<file path="src/rtl/cla_mp_carry_chain_if.sv">
// Byte stream bundle for cla_mp_carry_chain: the adder-side input and the result-side output.
interface cla_mp_carry_chain_if;
    logic       in_valid;
    logic       in_ready;
    logic [7:0] in_sum;
    logic       in_cout;
    logic       in_last;
    logic       out_valid;
    logic       out_ready;
    logic [7:0] out_byte;
    logic       out_last;
    logic       out_carry;
    logic       len_err;
    logic       out_zero;

    modport master (
        output in_valid, in_sum, in_cout, in_last, out_ready,
        input  in_ready, out_valid, out_byte, out_last, out_carry, len_err, out_zero
    );
    modport slave (
        input  in_valid, in_sum, in_cout, in_last, out_ready,
        output in_ready, out_valid, out_byte, out_last, out_carry, len_err, out_zero
    );
endinterface

</file>
<file path="src/rtl/cla_mp_carry_chain.sv">
// Byte-serial carry fold for multi-byte additions behind an 8-bit CLA, with a 2-entry output FIFO.
// Optional whole-frame zero flag enabled by defining CLA_MP_ZERO_FLAG_EN.
module cla_mp_carry_chain #(
    parameter int MAX_BYTES = 4
) (
    input  logic                 clk,
    input  logic                 rst,
    cla_mp_carry_chain_if.slave  bus
);
    localparam int BW = (MAX_BYTES > 1) ? $clog2(MAX_BYTES) : 1;

    if (MAX_BYTES < 2 || MAX_BYTES > 16) begin : g_bad_param
        $error("cla_mp_carry_chain: MAX_BYTES must be in 2..16");
    end

    typedef struct packed {
        logic [7:0] res;
        logic       last;
        logic       carry;
        logic       lerr;
        logic       zero;
    } entry_t;

    entry_t          fifo [2];
    entry_t          ent;
    entry_t          head;
    logic            wp, rp;
    logic [1:0]      cnt;
    logic            cr;
    logic [BW-1:0]   bcnt;
    logic            push, pop;
    logic            trunc, final_b, carry_nxt, zero_nxt;
    logic [7:0]      result;
`ifdef CLA_MP_ZERO_FLAG_EN
    logic            z;
`endif

    assign push = bus.in_valid && bus.in_ready;
    assign pop  = bus.out_valid && bus.out_ready;

    always_comb begin
        result    = bus.in_sum + {7'd0, cr};
        // in_cout and the increment carry are mutually exclusive, so OR is exact
        carry_nxt = bus.in_cout | (cr & (&bus.in_sum));
        trunc     = (bcnt == BW'(MAX_BYTES - 1));
        final_b   = bus.in_last | trunc;
`ifdef CLA_MP_ZERO_FLAG_EN
        zero_nxt  = z & (result == 8'd0);
`else
        zero_nxt  = 1'b0;
`endif
        ent.res   = result;
        ent.last  = final_b;
        ent.carry = carry_nxt & final_b;
        ent.lerr  = trunc & ~bus.in_last;
        ent.zero  = zero_nxt & final_b;
    end

    always_ff @(posedge clk) begin
        if (rst) begin
            for (int i = 0; i < 2; i++) fifo[i] <= '0;
            wp   <= 1'b0;
            rp   <= 1'b0;
            cnt  <= 2'd0;
            cr   <= 1'b0;
            bcnt <= '0;
`ifdef CLA_MP_ZERO_FLAG_EN
            z    <= 1'b1;
`endif
        end else begin
            if (push) begin
                fifo[wp] <= ent;
                wp       <= ~wp;
                if (final_b) begin
                    cr   <= 1'b0;
                    bcnt <= '0;
`ifdef CLA_MP_ZERO_FLAG_EN
                    z    <= 1'b1;
`endif
                end else begin
                    cr   <= carry_nxt;
                    bcnt <= bcnt + 1'b1;
`ifdef CLA_MP_ZERO_FLAG_EN
                    z    <= zero_nxt;
`endif
                end
            end
            if (pop) rp <= ~rp;
            cnt <= cnt + {1'b0, push} - {1'b0, pop};
        end
    end

    // in_ready depends only on registered occupancy: no pass-through when full
    assign bus.in_ready  = ~cnt[1];
    assign bus.out_valid = (cnt != 2'd0);
    assign head          = fifo[rp];
    assign bus.out_byte  = head.res;
    assign bus.out_last  = head.last;
    assign bus.out_carry = head.carry;
    assign bus.len_err   = head.lerr;
    assign bus.out_zero  = head.zero;
endmodule

</file>
<file path="src/flat_wrapper.sv">
// flat-port wrapper written by rule: the top's interface ports become plain ports
module cla_mp_carry_chain_flat 
#(
    parameter int MAX_BYTES = 4
)
  (clk, rst, bus_in_valid, bus_in_sum, bus_in_cout, bus_in_last, bus_out_ready, bus_in_ready, bus_out_valid, bus_out_byte, bus_out_last, bus_out_carry, bus_len_err, bus_out_zero);
  cla_mp_carry_chain_if bus_i ();
  input  logic clk;
  input  logic rst;
  input wire logic [$bits(bus_i.in_valid)-1:0] bus_in_valid;
  input wire logic [$bits(bus_i.in_sum)-1:0] bus_in_sum;
  input wire logic [$bits(bus_i.in_cout)-1:0] bus_in_cout;
  input wire logic [$bits(bus_i.in_last)-1:0] bus_in_last;
  input wire logic [$bits(bus_i.out_ready)-1:0] bus_out_ready;
  output wire logic [$bits(bus_i.in_ready)-1:0] bus_in_ready;
  output wire logic [$bits(bus_i.out_valid)-1:0] bus_out_valid;
  output wire logic [$bits(bus_i.out_byte)-1:0] bus_out_byte;
  output wire logic [$bits(bus_i.out_last)-1:0] bus_out_last;
  output wire logic [$bits(bus_i.out_carry)-1:0] bus_out_carry;
  output wire logic [$bits(bus_i.len_err)-1:0] bus_len_err;
  output wire logic [$bits(bus_i.out_zero)-1:0] bus_out_zero;
  assign bus_i.in_valid = bus_in_valid;
  assign bus_i.in_sum = bus_in_sum;
  assign bus_i.in_cout = bus_in_cout;
  assign bus_i.in_last = bus_in_last;
  assign bus_i.out_ready = bus_out_ready;
  assign bus_in_ready = bus_i.in_ready;
  assign bus_out_valid = bus_i.out_valid;
  assign bus_out_byte = bus_i.out_byte;
  assign bus_out_last = bus_i.out_last;
  assign bus_out_carry = bus_i.out_carry;
  assign bus_len_err = bus_i.len_err;
  assign bus_out_zero = bus_i.out_zero;
  cla_mp_carry_chain #(.MAX_BYTES(MAX_BYTES)) u_core (.clk(clk), .rst(rst), .bus(bus_i));
endmodule
</file>
<file path="config.mk">
export PLATFORM = sky130hd
export DESIGN_NAME = cla_mp_carry_chain_flat
export DESIGN_NICKNAME = d
export VERILOG_FILES = /design/src/rtl/cla_mp_carry_chain_if.sv /design/src/rtl/cla_mp_carry_chain.sv /design/src/flat_wrapper.sv
export SDC_FILE = /design/constraint.sdc
export NUM_CORES = 1
export LEC_CHECK = 0
export CAP_MARGIN = 25
export CELL_PAD_IN_SITES_DETAIL_PLACEMENT = 0
export CELL_PAD_IN_SITES_GLOBAL_PLACEMENT = 2
export CORE_MARGIN = 5
export CORE_UTILIZATION = 32
export CTS_BUF_LIST = sky130_fd_sc_hd__clkbuf_8
export CTS_CLUSTER_SIZE = 14
export DETAILED_ROUTE_END_ITERATION = 6
export PLACE_DENSITY_LB_ADDON = 0.1
export SETUP_SLACK_MARGIN = 0.5
export SLEW_MARGIN = 5
export SYNTH_ARGS = -nofsm -noshare
export SYNTH_HDL_FRONTEND = slang
export SYNTH_SLANG_ARGS = --single-unit
</file>
<file path="constraint.sdc">
create_clock -name clk -period 1.6 [get_ports clk]
set_input_delay 0.32 -clock clk [delete_from_list [all_inputs] [get_ports clk]]
set_output_delay 0.32 -clock clk [all_outputs]
set_load 0.05 [all_outputs]
</file>
==> results.json <==
{
  "cts-root-buf": "clkbuf_8",
  "vias": 1180,
  "ant_nets": 0,
  "grt_pass1_vias": 1151,
  "hp-class": "register to register",
  "rsz0062_at_grt": "true",
  "finalCritPeriodShare": 0.9810,
  "seq_area_frac_synth": 0.5517,
  "gp_congestion": 0.7312,
  "drt_wl_total_um": 3467,
  "syn-cell-area_um2": 1488,
  "muxShareOfSynthArea": 0.08999,
  "layout.cells.most_common": "edfxtp_1",
  "synth_edf_count": 22,
  "fmax_mhz": 637.1,
  "clock-sinks": 30,
  "synth_fp_nets": 144,
  "cp_max_fo": 8,
  "cp-start-kind": "register",
  "grt_start_max_net_pins": 12,
  "min_from": "u_core.bcnt[1]",
  "p_seq_frac": 0.273,
  "switchingPower_uw": 1384,
  "die-area_um2": 6113,
  "antenna_found_initial": 0,
  "r2r_cells": 7,
  "grt-ovfl-total": 0,
  "fin_worst_skew_ns": 0.007149,
  "synth_cells": 125,
  "comb_power_share": 0.540,
  "yosysTopAreaCellShare": 0.4441,
  "place_area_um2": 1987,
  "p_total_uw": 3969,
  "rows": 24,
  "cts_htree_levels": 2,
  "firstDrtPassIters": 4,
  "core_area_um2": 4444,
  "p_leak_uw": 0.001079,
  "synth_seq_cells": 30,
  "cts_hold_buf": 0,
  "drv_cap": 0,
  "hpwl_um": 2263,
  "io-pin-count": 28,
  "setup_viol": 0,
  "hold_viol_final": 0,
  "grt_pass1_wl_um": 5354,
  "peakVddDrop_uv": 942.7,
  "drv_slew": 0,
  "port_buffers": 26,
  "synth.area.top_cells": "edfxtp_1 (44%), dfxtp_1 (11%), mux2_2 (8.3%)",
  "yosys.area.top_type": "edfxtp_1",
  "synth_cell_types": 35,
  "synthToLayoutAreaGrowth_pct": 84.10,
  "drc": 0,
  "reg2reg_from": "u_core.cnt[1]",
  "required_ns": 1.28,
  "clockBufferDepth": 2,
  "status": "finished clean",
  "swShare": 0.3486,
  "fin_util": 0.6163,
  "grt.total_usage": 0.1150,
  "syn_area_per_cell_um2": 11.90,
  "clockPowerShare": 0.188,
  "drt_iter0_markers": 19,
  "whs_endpoint": "u_core.bcnt[1]",
  "synth_top_family_by_area": "simple AND/OR/NAND/NOR gates",
  "synthAdderAreaFrac": 0.04205,
  "yosys_warnings": 0,
  "min_delay_path_depth": 2,
  "reg2reg_to": "u_core.cnt[1]",
  "wl_per_cell_um": 14.27,
  "stdcell_count": 243,
  "antenna_cells": 0,
  "arrival_ns": 1.25,
  "synth_compound_area_frac": 0.06560,
  "path_clk_slew_ns": 0.07,
  "via_per_inst": 4.856,
  "finalInstanceArea_um2": 2739,
  "initial_core_util": 0.3347,
  "synth-simple-area-share": 0.1623,
  "p_int_uw": 2585,
  "r2r_slack_ns": 0.11,
  "die_h_um": 78.19,
  "synth-main-ff-cell": "edfxtp_1",
  "power.density_nw_per_um2": 1449,
  "cts_tree": "yes",
  "synthArstFlopShare": 0,
  "final_cell_mix": "edfxtp_1 (22), buf_4 (19), buf_6 (16), nor2_4 (14)",
  "drive_gt1_frac": 0.6492,
  "fin_tns_setup_ns": 0,
  "clkLatencyLatePin_ns": 0.28,
  "n_fill_cell": 359,
  "endpoint_kind": "output port",
  "synth_xor_area_frac": 0.04121,
  "die_w_um": 78.19,
  "setup.worst_path.class": "register to output port",
  "cts_buffers": 5,
  "dp_cells": 214,
  "final_nets": 209,
  "layout_min_cycle_time_ns": 1.570
}
worst max path at each step:
stage             startpoint           endpoint  slack, ns  depth (start not counted)
6_report            register        bus_len_err       0.03                          3
4_1_cts             register    bus_out_byte[4]       0.02                          3
3_5_place_dp    bus_in_valid  u_core.fifo[1][7]      -0.31                          4
5_1_grt             register      bus_out_carry      -0.01                          3
2_1_floorplan  u_core.cnt[1]  u_core.fifo[1][0]       0.09                          4
3_3_place_gp    bus_in_valid  u_core.fifo[1][7]      -0.29                          4
layer usage:
metal / vias to the layer above / track usage / routed length [µm]
met3: 7 / 0.03432 / 147
met2: 21 / 0.1969 / 1922
met5: - / 0 / 0
met1: 571 / 0.1345 / 1344
met4: 0 / 0.04720 / 53
li1: 581 / - / -
state kept, by name, summed over array words and instances, names as in the netlist, named ones only:
register and cells:
u_core.bcnt 2, u_core.cnt 2, u_core.cr 1, u_core.fifo 22, u_core.rp 1, u_core.wp 1
power by group through the flow:
| stage | Combinational, µW | Sequential [µW] | Clock [µW] |
|---|---|---|---|
| 2_1_floorplan | 1000 | 1050 | 0 |
| 3_3_place_gp | 1370 | 1110 | 0 |
| 3_5_place_dp | 1380 | 1110 | 0 |
| 4_1_cts | 1750 | 1080 | 762 |
| 5_1_grt | 2250 | 1100 | 799 |
| 6_report | 2140 | 1080 | 745 |
cell type report:
type                    instances  area, µm²  area share
well taps                      52      65.06     0.02376
clock buffers                   5      68.82     0.02513
inverters                       6      27.53     0.01005
multi-input cells              84      985.9      0.3600
flip-flops and latches         30      832.0      0.3038
clock inverters                 3      40.04     0.01462
repair buffers                 63      719.4      0.2627
critical path, cell delays in order, from the launching register on:
cell     delay (ns)
dfxtp_4        0.37
buf_12         0.13
mux2_4         0.31
buf_8          0.15
Yosys cell counts (2+ instances only):
cell type,n
a21oi_1,4
a21oi_2,3
a22oi_1,2
and4_1,2
buf_2,2
buf_6,2
dfxtp_1,8
edfxtp_1,22
ha_1,5
inv_1,6
mux2_2,11
nand2_1,3
nand3_1,3
nand4_1,2
nor2_1,16
nor2_2,4
nor3_1,2
o21ai_0,3
or3_1,4
xnor2_1,4
xor2_1,3
repair_timing:
item                       4_1_cts  5_1_grt
pin swaps                       27       17
setup buffers                   11        7
gates resized for setup         69       46
gates cloned                     3        0
setup endpoints to repair       62       64
stage by stage:
| stage | hold slack (ns) | setup slack (ns) |
|---|---|---|
| 2_1_floorplan | 0.4626 | 0.08867 |
| 3_3_place_gp | 0.4942 | -0.2903 |
| 3_5_place_dp | 0.4947 | -0.3053 |
| 4_1_cts | 0.5201 | 0.02162 |
| 5_1_grt | 0.5575 | -0.01137 |
| 6_report | 0.5430 | 0.03045 |
cells by family (layout without fill, tap and decap cells):
group | Yosys count | after routing
AO/OA/AOI/OAI | 15 | 15
adder cells (fa/ha/maj) | 5 | 5
flip-flops | 30 | 30
XOR/XNOR | 7 | 7
multiplexers | 12 | 12
AND/OR/NAND/NOR | 43 | 44
other | 1 | 1
buffers and inverters | 12 | 77
No activity file was read; power rests on OpenSTA's default activity.
==> RTL change (same flow settings) <==
Register the output `bus.len_err`; this adds one clock of latency there.
--- a/src/rtl/cla_mp_carry_chain.sv
+++ b/src/rtl/cla_mp_carry_chain.sv
@@ -97,7 +97,9 @@
     assign bus.out_byte  = head.res;
     assign bus.out_last  = head.last;
     assign bus.out_carry = head.carry;
-    assign bus.len_err   = head.lerr;
+    always_ff @(posedge clk) begin
+        bus.len_err <= head.lerr;
+    end
     assign bus.out_zero  = head.zero;
 endmodule
 
Formal check against the unedited RTL: not equivalent (Yosys sat finds a counterexample within 10 cycles, from zero or initial values and one cycle with rst high).
==> RTL change against the unedited design <==
Worst setup slack gained 0.015 ns; non-clock buffer count stayed put; first-iteration DRC count is 26% higher; cell count increased by 6.6%; synthesized area is 5.4% higher; design area increased by 1.1%; power decreased by 2.1%; sequential cell count grew 1; routed wire length grew 11%; utilization shrank 3.4 points; highest routed layer unchanged.
==> RTL change: results (changes against the unedited design) <==
- Run status: finished, final reports clean
- Maximum number of pins on one net before global-route repair: 11 (-1)
- DRC violation total after the first TritonRoute iteration: 24 (+5)
- Placer's final routability congestion estimate: 0.725 (-0.88%)
- Inserted Clock Buffers: 5 (unchanged)
- TritonRoute pass-1 iters: 3 (-1)
- Share of synthesized registers carrying an async set or reset: 0% (unchanged)
- Maximum VDD drop: 1.10 mV (+17%)
- Setup slack of the worst register-to-register path: 0.13 ns (+0.02 ns)
- Share of cell area taken by muxes after synthesis: 8.54% (-0.46 points)
- Post-synthesis share of cell area spent on full adders, half adders and majority gates: 3.99% (-0.21 points)
- Filler Cells Inserted: 419 (+17%)
- Clock skew: 0.00624 ns (-0.000905 ns)
- Vias per std cell: 4.53 (-6.8%)
- Placed wire-length estimate after detailed placement: 2520 microns (+11%)
- Number of global-route vias before repair: 1310 (+14%)
- Number of nets in the layout: 210 (+0.48%)
- Most area-consuming cells after synthesis: sky130_fd_sc_hd__edfxtp_1 42%, sky130_fd_sc_hd__dfxtp_1 11%, sky130_fd_sc_hd__mux2_2 7.9%
- Data required time of the critical path: 1.28 ns (about the same)
- Top post-synthesis cells by count: 22 x sky130_fd_sc_hd__edfxtp_1, 16 x sky130_fd_sc_hd__nor2_1, 11 x sky130_fd_sc_hd__mux2_2
- Floorplan die width: 80.0 microns (+2.3%)
- Highest net fanout along the worst path: 6 (-2)
- First-pass GRT wire length: 6270 microns (+17%)
- Final-layout worst hold slack: 0.479 ns (-0.0638 ns)
- Xor/xnor share of the synthesized area: 3.91% (-0.21 points)
- Share of the synthesized area in compound gates (AO/OA/AOI/OAI): 6.23% (-0.34 points)
- Sequential element share of the synthesized area: 53.6% (-1.5 points)
- Leak: 1.08 nW (+0.15%)
- Total global-route track usage: 13.1% (+1.7 points)
- Fraction of final layout cells with drive strength greater than 1: 66.1% (+1.2 points)
- Total wire length after detailed routing: 3840 microns (+11%)
- Net count after synthesis: 153 (+6.3%)
-- RTL change: timing repair --
action | in CTS | in global routing
pin swaps | 25 | 15
cloned | 3 | 0
resized for setup | 78 | 40
buffers inserted | 17 | 2
endpoints found under the hold margin | 0 | 0
setup endpoints to repair | 63 | 65
-- RTL change: per-layer routing --
layer / up-vias / GRT usage (%) / wire [microns]
met5: - / 0 / 0
met3: 4 / 3.84 / 135
met2: 22 / 23.8 / 2070
met1: 569 / 14.7 / 1590
met4: 0 / 4.05 / 35
li1: 577 / - / -
-- RTL change: layout make-up --
cell class | instances | area, sq um | share of cell area (%)
repair buffers | 63 | 726 | 26.2
clock inverters | 2 | 8.76 | 0.316
multi-input cells | 84 | 983 | 35.5
well taps | 67 | 83.8 | 3.03
clock buffers | 6 | 82.6 | 2.98
inverters | 6 | 27.5 | 0.995
flip-flops and latches | 31 | 856 | 30.9
-- RTL change: through the flow --
stage                     instances  power, mW  setup TNS (ns)  worst slack (ns)  cell area [sq um]
final                           259       3.88               0            0.0450               2770
after CTS                       257       3.71               0            0.0351               2570
after global placement          229       2.55          -10.43            -0.296               2020
after floorplan                 134       2.29               0            0.0887               1730
after global routing            259       4.08               0           0.00734               2770
after detailed placement        229       2.57          -10.98            -0.316               2020
-- RTL change: power breakdown --
group	switching (mW)	internal, mW
clock network	0.284	0.340
registers	0.0873	1.03
logic	1.03	1.11
total	1.41	2.48
-- RTL change: cell families (layout without fill, tap and decap cells) --
group / Yosys count / count (layout)
compound gates: 15 / 15
buf+inv: 20 / 77
simple gates: 43 / 44
fa+ha+maj: 5 / 5
mux: 12 / 12
other cells: 1 / 1
xor+xnor: 7 / 7
flops: 31 / 31
-- RTL change: final timing paths --
path,startpoint,to,cells after the start
setup / recovery,flip-flop,bus_out_byte[5],3
hold / removal,u_core.fifo[0][0]$_SDFFCE_PN0P_,u_core.bus.len_err$_DFF_P_,1
setup reg to reg,u_core.cnt[1]$_SDFF_PP0_,u_core.cnt[1]$_SDFF_PP0_,7
hold reg to reg,u_core.fifo[0][0]$_SDFFCE_PN0P_,u_core.bus.len_err$_DFF_P_,1
-- RTL change: worst max-delay path: stages, from the launching register on --
cell	delay [ns]
sky130_fd_sc_hd__dfxtp_4	0.37
sky130_fd_sc_hd__buf_12	0.13
sky130_fd_sc_hd__mux2_4	0.31
sky130_fd_sc_hd__buf_6	0.15
